**src/rtl/buffer_pkg.sv**
```systemverilog
// Shared definitions for the buffer_reader slice.
//   readState_t    : reader FSM states (IDLE/READ/DRAIN/FINISH)
//   DEFAULT_DATA_W : default word width
//   DEFAULT_ADDR_W : default memory address width
package buffer_pkg;

    localparam int unsigned DEFAULT_DATA_W = 32;
    localparam int unsigned DEFAULT_ADDR_W = 8;

    typedef enum logic [1:0] {
        IDLE   = 2'd0,
        READ   = 2'd1,
        DRAIN  = 2'd2,
        FINISH = 2'd3
    } readState_t;

endpackage

```
**src/rtl/buffer_fifo2.sv**
```systemverilog
// 2-entry synchronous FIFO with registered storage.
//   clk, rst  : rising-edge clock, synchronous active-high reset (empty, storage zeroed)
//   push      : write pushData this edge
//   pushData  : word to store
//   pop       : discard the head entry this edge
//   headData  : current head entry (stale when count == 0)
//   count     : number of stored entries, 0..2
// Simultaneous push and pop is legal and leaves count unchanged.
module buffer_fifo2 #(
    parameter int unsigned DATA_W = 32
) (
    input  logic              clk,
    input  logic              rst,
    input  logic              push,
    input  logic [DATA_W-1:0] pushData,
    input  logic              pop,
    output logic [DATA_W-1:0] headData,
    output logic [1:0]        count
);

    logic [DATA_W-1:0] slot [2];
    logic              wrPtr;
    logic              rdPtr;

    assign headData = slot[rdPtr];

    always_ff @(posedge clk) begin
        if (rst) begin
            for (int unsigned i = 0; i < 2; i++) begin
                slot[i] <= '0;
            end
            wrPtr <= 1'b0;
            rdPtr <= 1'b0;
            count <= 2'd0;
        end else begin
            if (push) begin
                slot[wrPtr] <= pushData;
                wrPtr       <= ~wrPtr;
            end
            if (pop) begin
                rdPtr <= ~rdPtr;
            end
            case ({push, pop})
                2'b10:   count <= count + 2'd1;
                2'b01:   count <= count - 2'd1;
                default: count <= count;
            endcase
        end
    end

    // The producer's issue rule must keep these from ever firing.
    assert property (@(posedge clk) disable iff (rst) !(push && !pop && count == 2'd2))
        else $error("buffer_fifo2 overflow");
    assert property (@(posedge clk) disable iff (rst) !(pop && count == 2'd0))
        else $error("buffer_fifo2 underflow");

endmodule

```
**src/rtl/buffer_reader.sv**
```systemverilog
// Block reader: on start, reads `length` contiguous words beginning at
// `base_addr` from a synchronous single-port memory (1-cycle read latency)
// and streams them out in address order over valid/ready.
//   clk, rst            : rising-edge clock, synchronous active-high reset
//   start               : command strobe, only honoured in IDLE
//   base_addr, length   : command parameters captured with start
//   busy, done          : command active / one-cycle completion pulse
//   mem_rd_en, mem_addr : memory read request
//   mem_rdata           : memory data, valid the cycle after mem_rd_en
//   out_valid, out_data, out_ready : output stream
module buffer_reader
    import buffer_pkg::*;
#(
    parameter int unsigned DATA_W = DEFAULT_DATA_W,
    parameter int unsigned ADDR_W = DEFAULT_ADDR_W
) (
    input  logic              clk,
    input  logic              rst,
    input  logic              start,
    input  logic [ADDR_W-1:0] base_addr,
    input  logic [ADDR_W:0]   length,
    output logic              busy,
    output logic              done,
    output logic              mem_rd_en,
    output logic [ADDR_W-1:0] mem_addr,
    input  logic [DATA_W-1:0] mem_rdata,
    output logic              out_valid,
    output logic [DATA_W-1:0] out_data,
    input  logic              out_ready
);

    localparam logic [ADDR_W:0]   ONE_WORD  = 1;
    localparam logic [ADDR_W-1:0] ADDR_STEP = 1;

    readState_t      state;
    logic [ADDR_W:0] remaining;
    logic            inflight;
    logic            issue;
    logic            pop;
    logic [1:0]      fifoCount;
    logic [2:0]      occupancy;

    assign pop       = out_valid && out_ready;
    assign out_valid = (fifoCount != 2'd0);
    assign busy      = (state == READ) || (state == DRAIN);
    assign done      = (state == FINISH);
    assign mem_rd_en = issue;

    // Slots that will be held after this edge: stored words plus the word
    // returning from last cycle's read, minus the one leaving now. A new read
    // is only issued if its data is guaranteed a slot two edges from now.
    always_comb begin
        occupancy = {1'b0, fifoCount} + {2'b00, inflight} - {2'b00, pop};
        issue     = (state == READ) && (remaining != '0) && (occupancy < 3'd2);
    end

    always_ff @(posedge clk) begin
        if (rst) begin
            state     <= IDLE;
            mem_addr  <= '0;
            remaining <= '0;
            inflight  <= 1'b0;
        end else begin
            inflight <= issue;
            case (state)
                IDLE: begin
                    if (start) begin
                        mem_addr  <= base_addr;
                        remaining <= length;
                        state     <= (length == '0) ? FINISH : READ;
                    end
                end
                READ: begin
                    if (issue) begin
                        mem_addr  <= mem_addr + ADDR_STEP;
                        remaining <= remaining - ONE_WORD;
                        if (remaining == ONE_WORD) begin
                            state <= DRAIN;
                        end
                    end
                end
                DRAIN: begin
                    // Last word leaves when nothing else is stored or returning.
                    if (pop && fifoCount == 2'd1 && !inflight) begin
                        state <= FINISH;
                    end
                end
                FINISH: state <= IDLE;
                default: state <= IDLE;
            endcase
        end
    end

    // inflight clears on reset, so data from a read issued before reset is
    // never pushed.
    buffer_fifo2 #(
        .DATA_W(DATA_W)
    ) u_fifo (
        .clk      (clk),
        .rst      (rst),
        .push     (inflight),
        .pushData (mem_rdata),
        .pop      (pop),
        .headData (out_data),
        .count    (fifoCount)
    );

endmodule
```
**config.mk**
```make
export PLATFORM = sky130hd
export DESIGN_NAME = buffer_reader
export DESIGN_NICKNAME = d
export VERILOG_FILES = /design/src/rtl/buffer_pkg.sv /design/src/rtl/buffer_fifo2.sv /design/src/rtl/buffer_reader.sv
export SDC_FILE = /design/constraint.sdc
export NUM_CORES = 1
export LEC_CHECK = 0
export ABC_AREA = 0
export CORE_MARGIN = 2
export CORE_UTILIZATION = 51
export CTS_CLUSTER_DIAMETER = 30
export DETAILED_ROUTE_END_ITERATION = 8
export PLACE_DENSITY = 0.86
export SYNTH_ARGS = -nofsm -noshare
export SYNTH_HDL_FRONTEND = slang
export SYNTH_SLANG_ARGS = --single-unit
export TNS_END_PERCENT = 1
```
**constraint.sdc**
```tcl
create_clock -name clk -period 3.8 [get_ports clk]
set_clock_uncertainty 0.05 [all_clocks]
set_input_delay 0.38 -clock clk [delete_from_list [all_inputs] [get_ports clk]]
set_output_delay 0.38 -clock clk [all_outputs]
set_load 0.03 [all_outputs]
```
==> results by group, run 1 <==
Setup path
  – Critical Path RT: approximately 3.4 ns
  – CP Launch Type: register
  – Critical path type: reg2out
  – Crit. End Element: primary output
  – Crit path DAT: slightly above 3 ns
  – Crit-path max FO: 3

Layout
  – Commonest non-fill, non-tap cell in the layout: clkdlybuf4s50_1
  – Final Core Density: 68.2%
  – Area Overhead vs Synth: 29.5%
  – Fillers: approximately 580
  – Final nets: between 500 and 600
  – Register area: approximately 2400 µm²
  – Layout cells sized above 1: about 13%
  – Most used cells in the layout excluding fill and tap cells: clkdlybuf4s50_1, and2_1, edfxtp_1, mux2_2, a21oi_1
  – Area of the multi-input gates: between 1500 and 2000 µm²
  – Number of diodes: 0
  – Layout Cells excl Fill: between 500 and 600

Clocking
  – Clk root buf: clkbuf_8
  – Resize count post-CTS: 0
  – Clock Latency Late Sink: 0.34 ns
  – Reg clk slew, reported paths: approximately 0.09 ns
  – Num Clock Sinks: 89
  – Bufs on Longest Clock Path: 2
  – Total CTS buffers: 9
  – Deepest level of the CTS H-tree: 3
  – Post-CTS Setup Inserts: 0
  – Hold-fix buffers, CTS: 0
  – CTS tree: done

Floorplan
  – Num rows: 33
  – Die area: between 9000 and 10,000 µm²
  – Die width: between 90 and 100 µm
  – Die Y: roughly 96 µm
  – CORE AREA: 8220 µm²
  – Initial core utilization: around 53%
  – Number of I/O pins: slightly below 100

Pwr
  – Leak pwr: just over 2 nW
  – Clk pwr share: a little under a fifth
  – Seq pwr share: ~39%
  – Power per cell area: around 600 nW/µm²
  – Comb pwr share: 42.3%
  – Internal Power: 0.00214 W
  – Net Switching: 0.00129 W
  – Sw Share: a little under two fifths
  – Peak supply drop: a little over 0.0003 V
  – Design Power: approximately 0.0034 W

Place
  – Post-DP HPWL: 6330 µm
  – Inst Count DP: approximately 570
  – GP Congestion: between 0.8 and 0.9
  – Port Buffers: between 90 and 100

Global route
  – Pin count of the biggest net entering global routing: 33
  – GRT overflow: 0
  – First-pass GRT wire length: 14,400 µm
  – Vias in the first global route: just over 3,000
  – Tot GR Track Use: about a fifth
  – Initial antenna violation count: 0

Min path
  – Worst Hold Class: reg2reg

Logic synthesis
  – Netlist cell types: 41
  – Register area share after synthesis: between 50% and 60%
  – Prevailing post-synth register cell: edfxtp_1
  – Yosys warns: 0
  – Ys async rst share: 0%
  – Area contributors post-synth: edfxtp_1, dfxtp_1, and2_1
  – Cell area after synthesis: approximately 4300 µm²
  – Post-synthesis average cell area: roughly 11 µm²
  – Cells after Synth: ~380
  – Syn_nets: about 440
  – Number of synthesized flops with an enable pin: 64
  – Area leader, netlist: edfxtp_1
  – #FFs+latches synth: slightly below 90
  – Synth top area share: 44.4%

Drt
  – Drt pass-1 iters: 4
  – Wirelength per Cell: between 15 and 20 µm
  – Via count: ~3,100
  – # DRC: 0
  – Vias per cell: around 5.4
  – Antenna Nets Post-Route: 0
  – DR iter-0 viols: between 100 and 150
  – WL final: 9190 µm

Timing
  – Setup TNS: 0 ns
  – Final-report max-slew violation count: 0
  – RSZ-0062 raised after global routing: no
  – Max Freq: 289 MHz
  – Final min period: roughly 3.5 ns
  – Relative slew slack: a little under two fifths
  – Final period util: 90.9%
  – Worst slew pin tran: ~0.92 ns
  – Final hold vios: 0
  – Final setup fails: 0

Outcome
  – Status: completed

Job
  – Max-capacitance violation count: 0
## cell families (layout without fill, tap and decap cells)
family                     after synthesis  count (layout)  synth area share [%]
AOI/OAI and AO/OA                       61              61                  8.68
xor gates and xnor gates                 6               6                  1.21
adders and majority gates               12              12                  3.64
buffers and inverters                   34             133                  3.15
DFF                                     89              89                  56.0
muxes                                   34              34                  8.82
and+or+nand+nor                        143             143                  18.5
## area by class of cell
cell class                 instances  area share [%]
sequential                        89            43.2
multi-input combinational        256            31.7
timing repair buffer             104            18.2
tap                              105            2.35
clock buffer                       9            2.21
clock inverter                     7            1.36
inverter                          13           0.871
## power groups by stage
stage | sequential, W | combinational (W) | clock [W]
after floorplan | 0.00136 | 0.000939 | 0
after global placement | 0.00133 | 0.00141 | 0
after detailed placement | 0.00134 | 0.00145 | 0
after CTS | 0.00132 | 0.00146 | 0.000667
after global routing | 0.00134 | 0.00157 | 0.000706
final | 0.00132 | 0.00145 | 0.000656
## synthesized netlist by cell type, types with 11 or more instances
library cell and instances:
and2_1 66, edfxtp_1 64, mux2_2 33, a21oi_1 27, dfxtp_1 25, nor2_1 20, nand2_1 17, inv_1 13
o21ai_0 13, clkbuf_1 12, ha_1 11, nor3_1 11
## critical path, cell delays in order (launching register included)
cell	delay (ns)
dfxtp_1	0.40
inv_1	0.10
ha_1	0.20
nor2b_1	0.14
and2_1	0.18
o21ai_0	0.12
fa_1	0.50
nand2_1	0.06
nor2_1	0.16
and2_1	0.15
clkdlybuf4s50_1	0.66
## state kept, by name, summed over array words and instances (netlist names), named ones only
name,flops
inflight,1
mem_addr,8
remaining,9
state,2
u_fifo.count,2
u_fifo.rdPtr,1
u_fifo.slot,64
u_fifo.wrPtr,1
## through the flow
stage	hold WS, ns	setup slack (ns)	instance area [µm²]
3_3_place_gp	0.426	0.559	5400
6_report	0.451	0.346	5600
3_5_place_dp	0.439	0.468	5400
5_1_grt	0.476	0.0871	5600
2_1_floorplan	0.408	0.866	4330
4_1_cts	0.452	0.309	5600
## per-layer routing
metal	track usage, %	share of wire, %
met4	7.14	1.4
met2	35.6	50
met5	0	0
met3	4.62	5.9
met1	24.5	42
## path summary, 6_finish.rpt
kind         slack [ns]       startpoint  cells after the start           end
max                0.35  u_fifo.count[1]                     10     mem_rd_en
min                0.45     remaining[1]                      2  remaining[1]
max reg2reg        0.61  u_fifo.count[1]                     11  remaining[0]
min reg2reg        0.45     remaining[1]                      2  remaining[1]
Power figures use the tool's default switching activity.
==> inputs of run 2 (changes only) <==
ABC_AREA = 1   (was 0)
CORE_UTILIZATION = 26   (was 51)
PLACE_DENSITY = 0.51   (was 0.86)
==> run 2 against run 1 <==
Against the previous run: global-route usage decreased by 8.8 points; synthesized area increased by 4.8%; maximum frequency is 2.1% lower; combinational power up 22%; final cell count up 40%; synthesized cell count grew 29%; total power rose by 16%; critical path type unchanged; largest cell class unchanged.
==> results by group, run 2 <==
Outcome
  – Status: completed

Setup path
  – Critical path type: reg2out
  – Crit-path max FO: 4 (+1)
  – Crit path DAT: 3.10 ns (+0.08 ns)
  – CP Launch Type: register
  – Critical Path RT: 3.37 ns (about the same)
  – Crit. End Element: primary output

Timing
  – Final min period: 3.53 ns (+0.0735 ns)
  – Max Freq: 283 MHz (-2.1%)
  – Setup TNS: 0 ns (unchanged)
  – Final Worst Setup Slack: 0.272 ns (-0.0735 ns)
  – Relative slew slack: 59.1% (+21 points)
  – Final hold vios: 0 (unchanged)
  – Final period util: 92.8% (+1.9 points)
  – Worst slew pin tran: 0.613 ns (-0.307 ns)
  – Final setup fails: 0 (unchanged)
  – Final-report max-slew violation count: 0 (unchanged)
  – RSZ-0062 raised after global routing: no

Drt
  – Wirelength per Cell: 12.7 µm (-19%)
  – Via count: 3,452 (+9.9%)
  – Antenna Nets Post-Route: 0 (unchanged)
  – # DRC: 0 (unchanged)
  – WL final: 10,300 µm (+12%)
  – Vias per cell: 4.24 (-21%)
  – Drt pass-1 iters: 4 (unchanged)
  – DR iter-0 viols: 167 (+55%)

Layout
  – Top flop regs: u_fifo.slot (64), remaining (9), mem_addr (8)
  – Largest register FFs: 64 (unchanged)
  – Final nets: 649 (+21%)
  – Fillers: 1,772 (+210%)
  – Layout cells sized above 1: 13.8% (+0.36 points)
  – Commonest non-fill, non-tap cell in the layout: nor2_1
  – Most used cells in the layout excluding fill and tap cells: nor2_1, clkdlybuf4s50_1, nand2_1, edfxtp_1, inv_1
  – Number of diodes: 0 (unchanged)
  – Area Overhead vs Synth: 32.5%
  – Final Core Density: 35.0% (-33 points)
  – Biggest register: u_fifo.slot

Logic synthesis
  – Area contributors post-synth: edfxtp_1, dfxtp_1, nor2_1
  – Netlist cell types: 31 (-24%)
  – Number of synthesized flops with an enable pin: 64 (unchanged)
  – Prevailing post-synth register cell: edfxtp_1
  – Ys async rst share: 0% (unchanged)
  – Cell area after synthesis: 4530 µm² (+4.8%)
  – Most frequent cell after synthesis: nor2_1
  – Syn_nets: 555 (+25%)
  – Yosys warns: 0 (unchanged)
  – Register area share after synthesis: 53.4% (-2.5 points)
  – Post-synth top cells: nor2_1, nand2_1, edfxtp_1, inv_1, nand3_1
  – Synth top area share: 42.4% (-2.0 points)
  – Cells after Synth: 490 (+29%)
  – Post-synthesis average cell area: 9.25 µm² (-19%)
  – Area leader, netlist: edfxtp_1
  – #FFs+latches synth: 89 (unchanged)

Clocking
  – Reg clk slew, reported paths: 0.06 ns (-0.03 ns)
  – CTS tree: done
  – Clock Latency Late Sink: 0.34 ns (about the same)
  – Num Clock Sinks: 89 (unchanged)
  – Resize count post-CTS: 0 (unchanged)
  – Deepest level of the CTS H-tree: 3 (unchanged)
  – Clk root buf: clkbuf_16
  – Post-CTS Setup Inserts: 0 (unchanged)
  – Total CTS buffers: 9 (unchanged)
  – Bufs on Longest Clock Path: 2 (unchanged)
  – Hold-fix buffers, CTS: 0 (unchanged)

Floorplan
  – CORE AREA: 17,200 µm² (+110%)
  – Die width: 136 µm (+42%)
  – Die area: 18,500 µm² (+100%)
  – Num rows: 48 (+45%)
  – Number of I/O pins: 97 (unchanged)
  – Die Y: 136 µm (+42%)
  – Initial core utilization: 26.4% (-26 points)

Place
  – Worst slack at placement: 0.539 ns (+0.0704 ns)
  – Post-DP HPWL: 6970 µm (+10%)
  – GP Congestion: 0.772 (-11%)
  – Port Buffers: 96 (unchanged)

Global route
  – GRT overflow: 0 (unchanged)
  – Initial antenna violation count: 0 (unchanged)
  – Pin count of the biggest net entering global routing: 34 (+3.0%)
  – Tot GR Track Use: 11.5% (-8.8 points)
  – Vias in the first global route: 3,385 (+8.6%)
  – First-pass GRT wire length: 16,500 µm (+15%)

Job
  – Max-capacitance violation count: 0 (unchanged)

Pwr
  – Peak supply drop: 0.000258 V (-16%)
  – Leak pwr: 2.55 nW (+23%)
  – Design Power: 0.00398 W (+16%)
  – Power per cell area: 663 nW/µm² (+8.3%)

Min path
  – Worst Hold Class: reg2reg
run 2: layout make-up:
class / count / area [µm²] / area share (%)
Clock buffer: 10 / 229 / 3.81
Clock inverter: 6 / 67.6 / 1.12
Inverter: 64 / 240 / 4.00
Multi-Input combinational cell: 317 / 1750 / 29.2
Sequential cell: 89 / 2420 / 40.3
Tap cell: 225 / 282 / 4.69
Timing Repair Buffer: 103 / 1010 / 16.9
run 2: critical path, cell delays in order (launching register included):
cell             delay, ns
dfxtp_1               0.39
inv_1                 0.08
ha_1                  0.20
inv_1                 0.07
nand2_1               0.10
nor2_1                0.18
o21ai_0               0.14
fa_1                  0.50
nand2_1               0.06
clkinv_1              0.04
nand2_1               0.05
nor2_2                0.13
nand2_4               0.08
inv_1                 0.06
clkdlybuf4s50_1       0.66
run 2: final timing paths:
| check | endpoint | slack, ns | start | depth (start not counted) |
|---|---|---|---|---|
| worst max-delay path | mem_rd_en | 0.27 | u_fifo.count[0] | 14 |
| worst min-delay path | remaining[1] | 0.42 | remaining[1] | 2 |
| worst max register to register | remaining[5] | 0.92 | u_fifo.count[0] | 17 |
| worst min register to register | remaining[1] | 0.42 | remaining[1] | 2 |
run 2: logic make-up (layout without fill, tap and decap cells):
| logic type | after synthesis | in the layout | share of synthesized area [%] |
|---|---|---|---|
| simple gates | 242 | 242 | 22.4 |
| flops | 89 | 89 | 53.4 |
| buf+inv | 84 | 183 | 7.89 |
| mux | 34 | 34 | 8.39 |
| compound gates | 24 | 24 | 3.45 |
| fa+ha+maj | 12 | 12 | 3.48 |
| xor+xnor | 5 | 5 | 0.966 |
run 2: layer usage:
metal  track usage, %  up-vias  part of all wire (%)
met1             14.4     1590                    46
met2             19.1       94                    46
met4             4.69        0                   1.5
li1                 -     1758                     -
met5                0        -                     0
met3             2.61       10                   6.3
run 2: power by group:
part	leakage [nW]	total, W	internal [W]	switching [W]
sequential	0.868	0.00132	0.00121	0.000117
combinational	1.54	0.00177	0.000695	0.00107
clock	0.141	0.000894	0.000512	0.000382
run 2: per-stage QoR:
stage	std cells	hold WS, ns	area, µm²
floorplan	490	0.398	4530
global placement	798	0.410	5710
detailed placement	798	0.412	5710
CTS	814	0.424	6010
global route	814	0.453	6010
finish	814	0.423	6010
